<file path="src/rtl/io_fifo_port_pkg.sv">
// Shared constants and helpers for the CPU-mapped TX/RX FIFO port.
package io_fifo_port_pkg;

    localparam int unsigned DATA_W      = 32;
    localparam int unsigned ERR_W       = 2;
    localparam int unsigned CNT_FIELD_W = 4;

    // Register select taken from addr[3:2]
    typedef enum logic [1:0] {
        REG_DATA   = 2'd0,
        REG_STATUS = 2'd1,
        REG_CTRL   = 2'd2,
        REG_ERROR  = 2'd3
    } reg_sel_e;

    // STATUS bit positions
    localparam int unsigned ST_TX_EMPTY   = 0;
    localparam int unsigned ST_TX_FULL    = 1;
    localparam int unsigned ST_RX_EMPTY   = 2;
    localparam int unsigned ST_RX_FULL    = 3;
    localparam int unsigned ST_TX_CNT_LSB = 8;
    localparam int unsigned ST_RX_CNT_LSB = 16;

    // ERROR bit positions
    localparam int unsigned ERR_TX_OVF = 0;
    localparam int unsigned ERR_RX_UDF = 1;

    // CTRL flush bits
    localparam int unsigned CTRL_FLUSH_TX = 0;
    localparam int unsigned CTRL_FLUSH_RX = 1;

    // Assemble the STATUS word; unused bits read as zero
    function automatic logic [DATA_W-1:0] pack_status(
        input logic                   tx_empty,
        input logic                   tx_full,
        input logic                   rx_empty,
        input logic                   rx_full,
        input logic [CNT_FIELD_W-1:0] tx_count,
        input logic [CNT_FIELD_W-1:0] rx_count
    );
        logic [DATA_W-1:0] s;
        s = '0;
        s[ST_TX_EMPTY] = tx_empty;
        s[ST_TX_FULL]  = tx_full;
        s[ST_RX_EMPTY] = rx_empty;
        s[ST_RX_FULL]  = rx_full;
        s[ST_TX_CNT_LSB +: CNT_FIELD_W] = tx_count;
        s[ST_RX_CNT_LSB +: CNT_FIELD_W] = rx_count;
        return s;
    endfunction

endpackage

</file>
<file path="src/rtl/io_fifo_port_if.sv">
// CPU bus plus TX/RX stream handshakes of the FIFO port.
interface io_fifo_port_if;
    import io_fifo_port_pkg::*;

    logic [DATA_W-1:0] addr;
    logic              cs;
    logic              wr_rd;
    logic [DATA_W-1:0] data_bus_write;
    logic [DATA_W-1:0] data_bus_read;
    logic [DATA_W-1:0] tx_data;
    logic              tx_valid;
    logic              tx_ready;
    logic [DATA_W-1:0] rx_data;
    logic              rx_valid;
    logic              rx_ready;

    // CPU / external side
    modport master (
        output addr, cs, wr_rd, data_bus_write, tx_ready, rx_data, rx_valid,
        input  data_bus_read, tx_data, tx_valid, rx_ready
    );

    // FIFO port side
    modport slave (
        input  addr, cs, wr_rd, data_bus_write, tx_ready, rx_data, rx_valid,
        output data_bus_read, tx_data, tx_valid, rx_ready
    );
endinterface

</file>
<file path="src/rtl/io_fifo_port_sync_fifo.sv">
// Single-clock FIFO with push/pop/flush; fullness judged on the cycle-start count.
module sync_fifo #(
    parameter int unsigned DEPTH = 8,
    parameter int unsigned WIDTH = 32
) (
    input  logic                   clk,
    input  logic                   rst,
    input  logic                   push,
    input  logic                   pop,
    input  logic                   flush,
    input  logic [WIDTH-1:0]       wdata,
    output logic [WIDTH-1:0]       rdata,
    output logic                   full,
    output logic                   empty,
    output logic [$clog2(DEPTH):0] count
);
    localparam int unsigned PTR_W = $clog2(DEPTH);
    localparam int unsigned CNT_W = PTR_W + 1;

    logic [WIDTH-1:0] mem_q [DEPTH];
    logic [WIDTH-1:0] mem_d [DEPTH];
    logic [PTR_W-1:0] wr_ptr_q, wr_ptr_d;
    logic [PTR_W-1:0] rd_ptr_q, rd_ptr_d;
    logic [CNT_W-1:0] count_q, count_d;
    logic             push_ok;
    logic             pop_ok;

    assign full  = (count_q == CNT_W'(DEPTH));
    assign empty = (count_q == '0);
    assign count = count_q;
    assign rdata = mem_q[rd_ptr_q];

    // Next-state: flush overrides, otherwise accepted push/pop move pointers and count
    always_comb begin
        push_ok  = push && !full && !flush;
        pop_ok   = pop && !empty && !flush;
        mem_d    = mem_q;
        wr_ptr_d = wr_ptr_q;
        rd_ptr_d = rd_ptr_q;
        count_d  = count_q;
        if (flush) begin
            wr_ptr_d = '0;
            rd_ptr_d = '0;
            count_d  = '0;
        end else begin
            if (push_ok) begin
                mem_d[wr_ptr_q] = wdata;
                wr_ptr_d        = wr_ptr_q + PTR_W'(1);
            end
            if (pop_ok) begin
                rd_ptr_d = rd_ptr_q + PTR_W'(1);
            end
            case ({push_ok, pop_ok})
                2'b10:   count_d = count_q + CNT_W'(1);
                2'b01:   count_d = count_q - CNT_W'(1);
                default: count_d = count_q;
            endcase
        end
    end

    // Control state, cleared asynchronously
    always_ff @(posedge clk or posedge rst) begin
        if (rst) begin
            wr_ptr_q <= '0;
            rd_ptr_q <= '0;
            count_q  <= '0;
        end else begin
            wr_ptr_q <= wr_ptr_d;
            rd_ptr_q <= rd_ptr_d;
            count_q  <= count_d;
        end
    end

    // Storage has no reset; only valid entries are ever observed
    always_ff @(posedge clk) begin
        mem_q <= mem_d;
    end

endmodule

</file>
<file path="src/rtl/io_fifo_port.sv">
// CPU-mapped port: DATA/STATUS/CTRL/ERROR registers over a TX and an RX FIFO.
module io_fifo_port
    import io_fifo_port_pkg::*;
#(
    parameter int unsigned DEPTH = 8
) (
    input  logic          clk,
    input  logic          rst,
    io_fifo_port_if.slave bus
);
    localparam int unsigned CNT_W = $clog2(DEPTH) + 1;

    reg_sel_e          sel;
    logic              rd_access;
    logic              wr_access;
    logic              tx_push, tx_pop, tx_flush, tx_full, tx_empty;
    logic              rx_push, rx_pop, rx_flush, rx_full, rx_empty;
    logic [CNT_W-1:0]  tx_count, rx_count;
    logic [DATA_W-1:0] tx_rdata, rx_rdata;
    logic [ERR_W-1:0]  err_q, err_d;
    logic [ERR_W-1:0]  err_set, err_clr;
    logic [DATA_W-1:0] rd_data_c;
    logic              unused_addr;

    assign unused_addr = ^{bus.addr[DATA_W-1:4], bus.addr[1:0]};

    // Access decode, FIFO strobes and sticky error update
    always_comb begin
        rd_access = bus.cs && !bus.wr_rd;
        wr_access = bus.cs && bus.wr_rd;
        sel       = reg_sel_e'(bus.addr[3:2]);
        tx_push   = wr_access && (sel == REG_DATA);
        tx_flush  = wr_access && (sel == REG_CTRL) && bus.data_bus_write[CTRL_FLUSH_TX];
        rx_flush  = wr_access && (sel == REG_CTRL) && bus.data_bus_write[CTRL_FLUSH_RX];
        tx_pop    = bus.tx_ready && !tx_empty;
        rx_push   = bus.rx_valid && !rx_full;
        rx_pop    = rd_access && (sel == REG_DATA) && !rx_empty;
        err_set   = '0;
        err_set[ERR_TX_OVF] = tx_push && tx_full && !tx_flush;
        err_set[ERR_RX_UDF] = rd_access && (sel == REG_DATA) && rx_empty;
        err_clr   = '0;
        if (wr_access && (sel == REG_ERROR)) begin
            err_clr = bus.data_bus_write[ERR_W-1:0];
        end
        err_d     = (err_q & ~err_clr) | err_set;
    end

    // Sticky error bits; a set in the same cycle as a W1C clear survives
    always_ff @(posedge clk or posedge rst) begin
        if (rst) begin
            err_q <= '0;
        end else begin
            err_q <= err_d;
        end
    end

    // CPU load data, combinational so it is ready in the access cycle
    always_comb begin
        rd_data_c = '0;
        if (rd_access) begin
            case (sel)
                REG_DATA:   rd_data_c = rx_empty ? '0 : rx_rdata;
                REG_STATUS: rd_data_c = pack_status(tx_empty, tx_full, rx_empty, rx_full,
                                                    CNT_FIELD_W'(tx_count),
                                                    CNT_FIELD_W'(rx_count));
                REG_ERROR:  rd_data_c = DATA_W'(err_q);
                default:    rd_data_c = '0;
            endcase
        end
    end

    assign bus.data_bus_read = rd_data_c;
    assign bus.tx_data       = tx_rdata;
    assign bus.tx_valid      = !tx_empty;
    assign bus.rx_ready      = !rx_full;

    sync_fifo #(.DEPTH(DEPTH), .WIDTH(DATA_W)) u_tx_fifo (
        .clk   (clk),
        .rst   (rst),
        .push  (tx_push),
        .pop   (tx_pop),
        .flush (tx_flush),
        .wdata (bus.data_bus_write),
        .rdata (tx_rdata),
        .full  (tx_full),
        .empty (tx_empty),
        .count (tx_count)
    );

    sync_fifo #(.DEPTH(DEPTH), .WIDTH(DATA_W)) u_rx_fifo (
        .clk   (clk),
        .rst   (rst),
        .push  (rx_push),
        .pop   (rx_pop),
        .flush (rx_flush),
        .wdata (bus.rx_data),
        .rdata (rx_rdata),
        .full  (rx_full),
        .empty (rx_empty),
        .count (rx_count)
    );

endmodule

</file>
<file path="src/flat_wrapper.sv">
// flat-port wrapper written by rule: the top's interface ports become plain ports
module io_fifo_port_flat import io_fifo_port_pkg::*;
#(
    parameter int unsigned DEPTH = 8
)
  (clk, rst, bus_addr, bus_cs, bus_wr_rd, bus_data_bus_write, bus_tx_ready, bus_rx_data, bus_rx_valid, bus_data_bus_read, bus_tx_data, bus_tx_valid, bus_rx_ready);
  io_fifo_port_if bus_i ();
  input  logic clk;
  input  logic rst;
  input wire logic [$bits(bus_i.addr)-1:0] bus_addr;
  input wire logic [$bits(bus_i.cs)-1:0] bus_cs;
  input wire logic [$bits(bus_i.wr_rd)-1:0] bus_wr_rd;
  input wire logic [$bits(bus_i.data_bus_write)-1:0] bus_data_bus_write;
  input wire logic [$bits(bus_i.tx_ready)-1:0] bus_tx_ready;
  input wire logic [$bits(bus_i.rx_data)-1:0] bus_rx_data;
  input wire logic [$bits(bus_i.rx_valid)-1:0] bus_rx_valid;
  output wire logic [$bits(bus_i.data_bus_read)-1:0] bus_data_bus_read;
  output wire logic [$bits(bus_i.tx_data)-1:0] bus_tx_data;
  output wire logic [$bits(bus_i.tx_valid)-1:0] bus_tx_valid;
  output wire logic [$bits(bus_i.rx_ready)-1:0] bus_rx_ready;
  assign bus_i.addr = bus_addr;
  assign bus_i.cs = bus_cs;
  assign bus_i.wr_rd = bus_wr_rd;
  assign bus_i.data_bus_write = bus_data_bus_write;
  assign bus_i.tx_ready = bus_tx_ready;
  assign bus_i.rx_data = bus_rx_data;
  assign bus_i.rx_valid = bus_rx_valid;
  assign bus_data_bus_read = bus_i.data_bus_read;
  assign bus_tx_data = bus_i.tx_data;
  assign bus_tx_valid = bus_i.tx_valid;
  assign bus_rx_ready = bus_i.rx_ready;
  io_fifo_port #(.DEPTH(DEPTH)) u_core (.clk(clk), .rst(rst), .bus(bus_i));
endmodule
</file>
<file path="config.mk">
export PLATFORM = sky130hd
export DESIGN_NAME = io_fifo_port_flat
export DESIGN_NICKNAME = d
export VERILOG_FILES = /design/src/rtl/io_fifo_port_pkg.sv /design/src/rtl/io_fifo_port_if.sv /design/src/rtl/io_fifo_port_sync_fifo.sv /design/src/rtl/io_fifo_port.sv /design/src/flat_wrapper.sv
export SDC_FILE = /design/constraint.sdc
export NUM_CORES = 1
export LEC_CHECK = 0
export ABC_CLOCK_PERIOD_IN_PS = 11400
export BUFFER_PORTS_ARGS = -buffer_cell sky130_fd_sc_hd__buf_2
export CORE_MARGIN = 8
export CORE_UTILIZATION = 49
export DETAILED_ROUTE_END_ITERATION = 16
export PLACE_DENSITY_LB_ADDON = 0.3
export RECOVER_POWER = 100
export SLEW_MARGIN = 20
export SYNTH_ARGS = -nofsm -noshare
export SYNTH_HDL_FRONTEND = slang
export SYNTH_SLANG_ARGS = --single-unit
</file>
<file path="constraint.sdc">
create_clock -name clk -period 11.4 [get_ports clk]
set_input_delay 0.57 -clock clk [delete_from_list [all_inputs] [get_ports clk]]
set_output_delay 0.57 -clock clk [all_outputs]
set_load 0.02 [all_outputs]
</file>
; Word level (Yosys, flattened, before mapping)
; Index checks and enable logic that the tools add are counted.
[classes]
order_cmp = 6
mux = 28
eq_ne = 9
n_reduce_logical = 42
add_sub_neg = 8
bitwise_logic = 9
[ops]
columns = op, n
row1 = 256-bit bitwise mux, 2
row2 = 32-bit two-way mux, 8
row3 = 32-bit binary-select mux with 3-bit select, 2
row4 = 32-bit demux with 3-bit select, 2
row5 = 32-bit case mux with 3 select lines, 1
row6 = 1-bit logical AND, 24
row7 = 3-bit two-way mux, 8
row8 = 4-bit greater-or-equal comparator (second input constant), 4
row9 = 3-bit NOT with 4-bit output, 4
row10 = 4-bit case mux with 2 select lines, 2
row11 = 3-bit by 1-bit adder with 3-bit output (second input constant), 4
row12 = 4-bit by 1-bit adder with 4-bit output (second input constant), 2
row13 = 2-bit == test (second input constant), 4
row14 = 4-bit == test (second input constant), 2
row15 = 4-bit logical NOT, 2
row16 = 4-bit by 1-bit less-than comparator with 1-bit output (second input constant), 2
row17 = 4-bit two-way mux, 2
row18 = 2-bit nonzero test, 4
row19 = 4-bit by 1-bit subtractor with 4-bit output (second input constant), 2
row20 = 1-bit logical NOT, 7
row21 = 2-bit by 1-bit == test with 1-bit output (second input constant), 3
row22 = 3-bit nonzero test, 2
row23 = 2-bit AND reduction, 2
row24 = 2-bit AND, 1
row25 = other kinds (5), 6
[totals]
ff_bits = 534
out_inout_bits = 66
inputBits = 102

; Depth between registers and ports, before layout
[depth]
word_depth = 9
ltp_mapped = 12

; By module
; A second synthesis with hierarchy kept.
[unflattened]
cells_unflattened = 972
hier_area_um2 = 21015.2
[by_module_without_submodules]
columns = mod, n_inst, seq_area_each_um2, cells_per_inst, area_each_um2
row1 = sync_fifo, 2, 7937.6, 450, 10259.8
row2 = io_fifo_port, 1, 50.0, 72, 495.5

; Least setup slack after synthesis
; OpenSTA, ideal clock, no wires.
[synth_timing]
path_kind = in2reg
from = input port bus_addr[3]
to = register u_core.u_tx_fifo.mem_q[224] (netlist bit) (enable)
arrival_time_ns = 4.647
stages = 4
path_slack_ns = 6.251
path_cell_list = buf_2 nor4_1 clkinv_1 nor4_1
[synth_between]
elab_chain_len = 6
elab_cells_between_ends = 10
[synth_lines]
columns = element, line_no
row1 = start: declaration, flat_wrapper.sv:10  ; input wire logic [$bits(bus_i.addr)-1:0] bus_addr;
row2 = 2-bit == test, io_fifo_port.sv:33  ; tx_flush = wr_access && (sel == REG_CTRL) && bus.data_bus_write[CTRL_FLUSH_TX];
row3 = 1-bit logical AND (2 in series), io_fifo_port.sv:33
row4 = 1-bit logical NOT, io_fifo_port_sync_fifo.sv:35  ; push_ok = push && !full && !flush;
row5 = 1-bit logical AND, io_fifo_port_sync_fifo.sv:35
row6 = 2-bit AND reduction (no line) *, n/a
row7 = end signal: assignment, io_fifo_port_sync_fifo.sv:76  ; mem_q <= mem_d;
row8 = end: declaration, io_fifo_port_sync_fifo.sv:20  ; logic [WIDTH-1:0] mem_q [DEPTH];
; Mark *: on every way between the ends. The rest lies on a longest branch, timed or not.
; A chain may end at the register's enable or synchronous reset.

; Worst setup path after layout
[layout_timing]
from = register u_core.u_tx_fifo.rd_ptr_q[0]
to = output port bus_tx_data[16]
[layout_between]
elab_chain_len = 4
[layout_lines]
columns = element, line_no
row1 = start: declaration, io_fifo_port_sync_fifo.sv:23  ; logic [PTR_W-1:0] rd_ptr_q, rd_ptr_d;
row2 = start signal: assignment, io_fifo_port_sync_fifo.sv:69  ; rd_ptr_q <= rd_ptr_d;
row3 = 3-bit NOT with 4-bit output (implied by the code), io_fifo_port_sync_fifo.sv:31  ; assign rdata = mem_q[rd_ptr_q];
row4 = 32-bit binary-select mux with 3-bit select, io_fifo_port_sync_fifo.sv:31
row5 = 32-bit two-way mux (implied by the code) (2 in series), io_fifo_port_sync_fifo.sv:31
row6 = end: declaration, flat_wrapper.sv:18  ; output wire logic [$bits(bus_i.tx_data)-1:0] bus_tx_data;
; Every way passes these cells. The select of a mux whose other input is x is not followed.

==> results.ini <==
[clock_tree]
cts-root-buf=clkbuf_16
postCtsHoldBufs=0
path_clk_slew_ns=0.06
cts_tree=done
numCtsBuffers=53
cts_max_level=2
clock_latency_ns=0.60
cts.sinks=534
cts_buffer_depth=3
post_cts_buffers=0
cts_resized=0

[critical_path]
rrSetupSlack_ns=6.71
cpPeakStageDelay_ns=2.21
path_cells=clkbuf_1 -> mux4_2 -> mux2_1 -> buf_2
end_kind=output pin
arrival_ns=5.70
critPathKind=reg -> out
cp.buffers_inverters=2
cp.required_ns=10.83
r2r-start=u_core.u_rx_fifo.count[0]
start_kind=flip-flop
cp_slowest_cell=clkbuf_1
cp_max_fo=36
path_delay_family=buffers and inverters
worst-r2r-cell-count=8
reg2reg_to=u_core.u_rx_fifo.count[3]

[timing]
setup_viol=0
worst_pin_slew_ns=2.99
rsz0062_at_grt=false
fin_crit_ns=6.27
fin_skew_ns=0.0240
fmax_mhz=159
holdWs_ns=0.156
post-route-period-util_pct=55.0
slew_viol_final=538
slew_headroom_pct=-99.2
hold_viol=0
tns_ns=0

[route]
drt_wl_total_microns=41700
drtAntennaViolNets=0
drc=0
dr.pass1.iters=5
drt_iter0_drc=826
vias=9801
avgRoutedWirePerCell_microns=24.5
avgViaCountPerCell=5.76

[grt]
grt-busiest-layer=met2
grt_pass1_wl_microns=63200
grt_usage_pct=16.9
antenna_found_initial=10
grt_pass1_vias=10400
grt_use_met3_pct=5.18
use_met2_pct=27.4
grt-ovfl-total=0
grt_max_degree=67
grt_use_met1_pct=22.2

[place]
port_buffers=137
place_inst=1597
dp_hpwl_microns=22900
gp_congestion=0.727

[yosys]
synth_cells=944
synthFlopType=edfxtp_1
synthDistinctLibCells=43
synth_area_leader_cell=edfxtp_1
synth_warnings=0
syn_nets=1058
synth_area_leaders=edfxtp_1, mux4_2, dfrtp_1
synth-async-reset-ratio_pct=4.12
synth_edf_count=512
synth_top_area_share_pct=74.1
synth-seq-cells=534
ys_seq_area_share_pct=76.8
synth_area_sq_mm=0.0207
avgSynthCellArea_sq_um=22.0

[pwr]
power_density_mw_per_mm2=232
leakage_nw=7.43
vdd_drop_max_uv=174

[job]
drv_cap=20

[finish]
final_cells=1701
mostFrequentLayoutCells=edfxtp_1, clkbuf_1, mux4_2
area_delta_synth_final_pct=13.8
drive_above_1_share_pct=22.9
nets=1228
final_common_cell=edfxtp_1

[floorplan]
coreArea_sq_mm=0.0419
io_pins=168
chipHeight_microns=222
initial_utilization_pct=49.6
rows=75
chipWidth_microns=222
die_area_sq_mm=0.0492

[min_path]
hp-class=in -> async

[run_status]
violations=capacitance limit, slew limit
status=finished, violations left

cell families (layout without fill, tap and decap cells):
group / after synthesis / count (layout) / share of synthesized area [%]
other cells: 0 / 5 / 0
flops: 534 / 534 / 76.8
xor+xnor: 11 / 11 / 0.465
mux: 191 / 191 / 17.1
buf+inv: 49 / 262 / 1.09
compound gates: 31 / 31 / 1.10
fa+ha+maj: 12 / 12 / 0.724
simple gates: 116 / 116 / 2.70
through the flow:
step	total power, mW	area, sq um	setup slack (ns)	utilization [%]
final	5.49	23600	5.13	56.4
after global routing	5.74	23600	4.36	56.4
after CTS	5.58	23900	7.47	57.1
after detailed placement	3.88	22200	7.87	53.0
after global placement	3.85	22200	7.92	53.0
after floorplan	3.50	20700	6.25	-
how the worst max path moves through the flow:
stage / end / cells past startpoint / startpoint
3_3_place_gp: u_core.u_tx_fifo.mem_q[179] / 5 / bus_addr[3]
5_1_grt: bus_tx_data[16] / 4 / u_core.u_tx_fifo.rd_ptr_q[0]
3_5_place_dp: u_core.u_tx_fifo.mem_q[179] / 5 / bus_addr[3]
4_1_cts: bus_tx_data[17] / 4 / u_core.u_tx_fifo.rd_ptr_q[0]
2_1_floorplan: u_core.u_tx_fifo.mem_q[224] / 4 / bus_addr[3]
6_report: bus_tx_data[16] / 4 / u_core.u_tx_fifo.rd_ptr_q[0]
synth_stat cells, types with 4 or more instances:
cell type  count
buf_2         18
nand2_1       20
o22ai_1        4
buf_1          5
nand3_1        6
mux2_2        33
nand4_1        4
and3_1         8
nand2b_1       4
edfxtp_1     512
nor2_1        51
mux4_2       128
dfrtp_1       22
a21oi_1        7
mux2i_1       30
a221o_1        8
ha_1          12
o21ai_0        4
nor3_1         7
xor2_1         9
clkbuf_1      20
state kept, by name, indices dropped and copies added (netlist names), 3 cells and up:
register	flops
u_core.u_tx_fifo.count	4
u_core.u_tx_fifo.rd_ptr_q	3
u_core.u_rx_fifo.count	4
u_core.u_rx_fifo.wr_ptr_q	3
u_core.u_tx_fifo.wr_ptr_q	3
u_core.u_tx_fifo.mem_q	256
u_core.u_rx_fifo.rd_ptr_q	3
u_core.u_rx_fifo.mem_q	256
metal layers:
| layer | vias up | wire [microns] | share of wire [%] |
|---|---|---|---|
| met5 | - | 67 | 0.16 |
| met4 | 12 | 874 | 2.1 |
| met3 | 74 | 3150 | 7.6 |
| met2 | 304 | 20400 | 49 |
| met1 | 5129 | 17200 | 41 |
| li1 | 4282 | - | - |
area by class of cell:
type / instances / area [sq um]
diodes: 5 / 12.5
clock buffers: 62 / 1360
clock inverters: 36 / 353
fillers: 3178 / 18200
inverters: 3 / 11.3
multi-input cells: 361 / 4610
flip-flops and latches: 534 / 15900
well taps: 539 / 674
repair buffers: 161 / 653
where the power goes:
part           switching, mW  internal (mW)
Sequential             0.160           2.35
Clock                  0.721          0.972
Combinational          0.670          0.617
worst register-to-register path, delay by kind of cell (launching register included):
family                     cells  cell delay (ns)
muxes                          1             0.37
buffers and inverters          1             0.60
DFF                            1             0.47
adders and majority gates      2             0.79
and+or+nand+nor                2             1.83
AOI/OAI and AO/OA              2             0.53
Note: power is estimated with default switching activity, not from simulation.
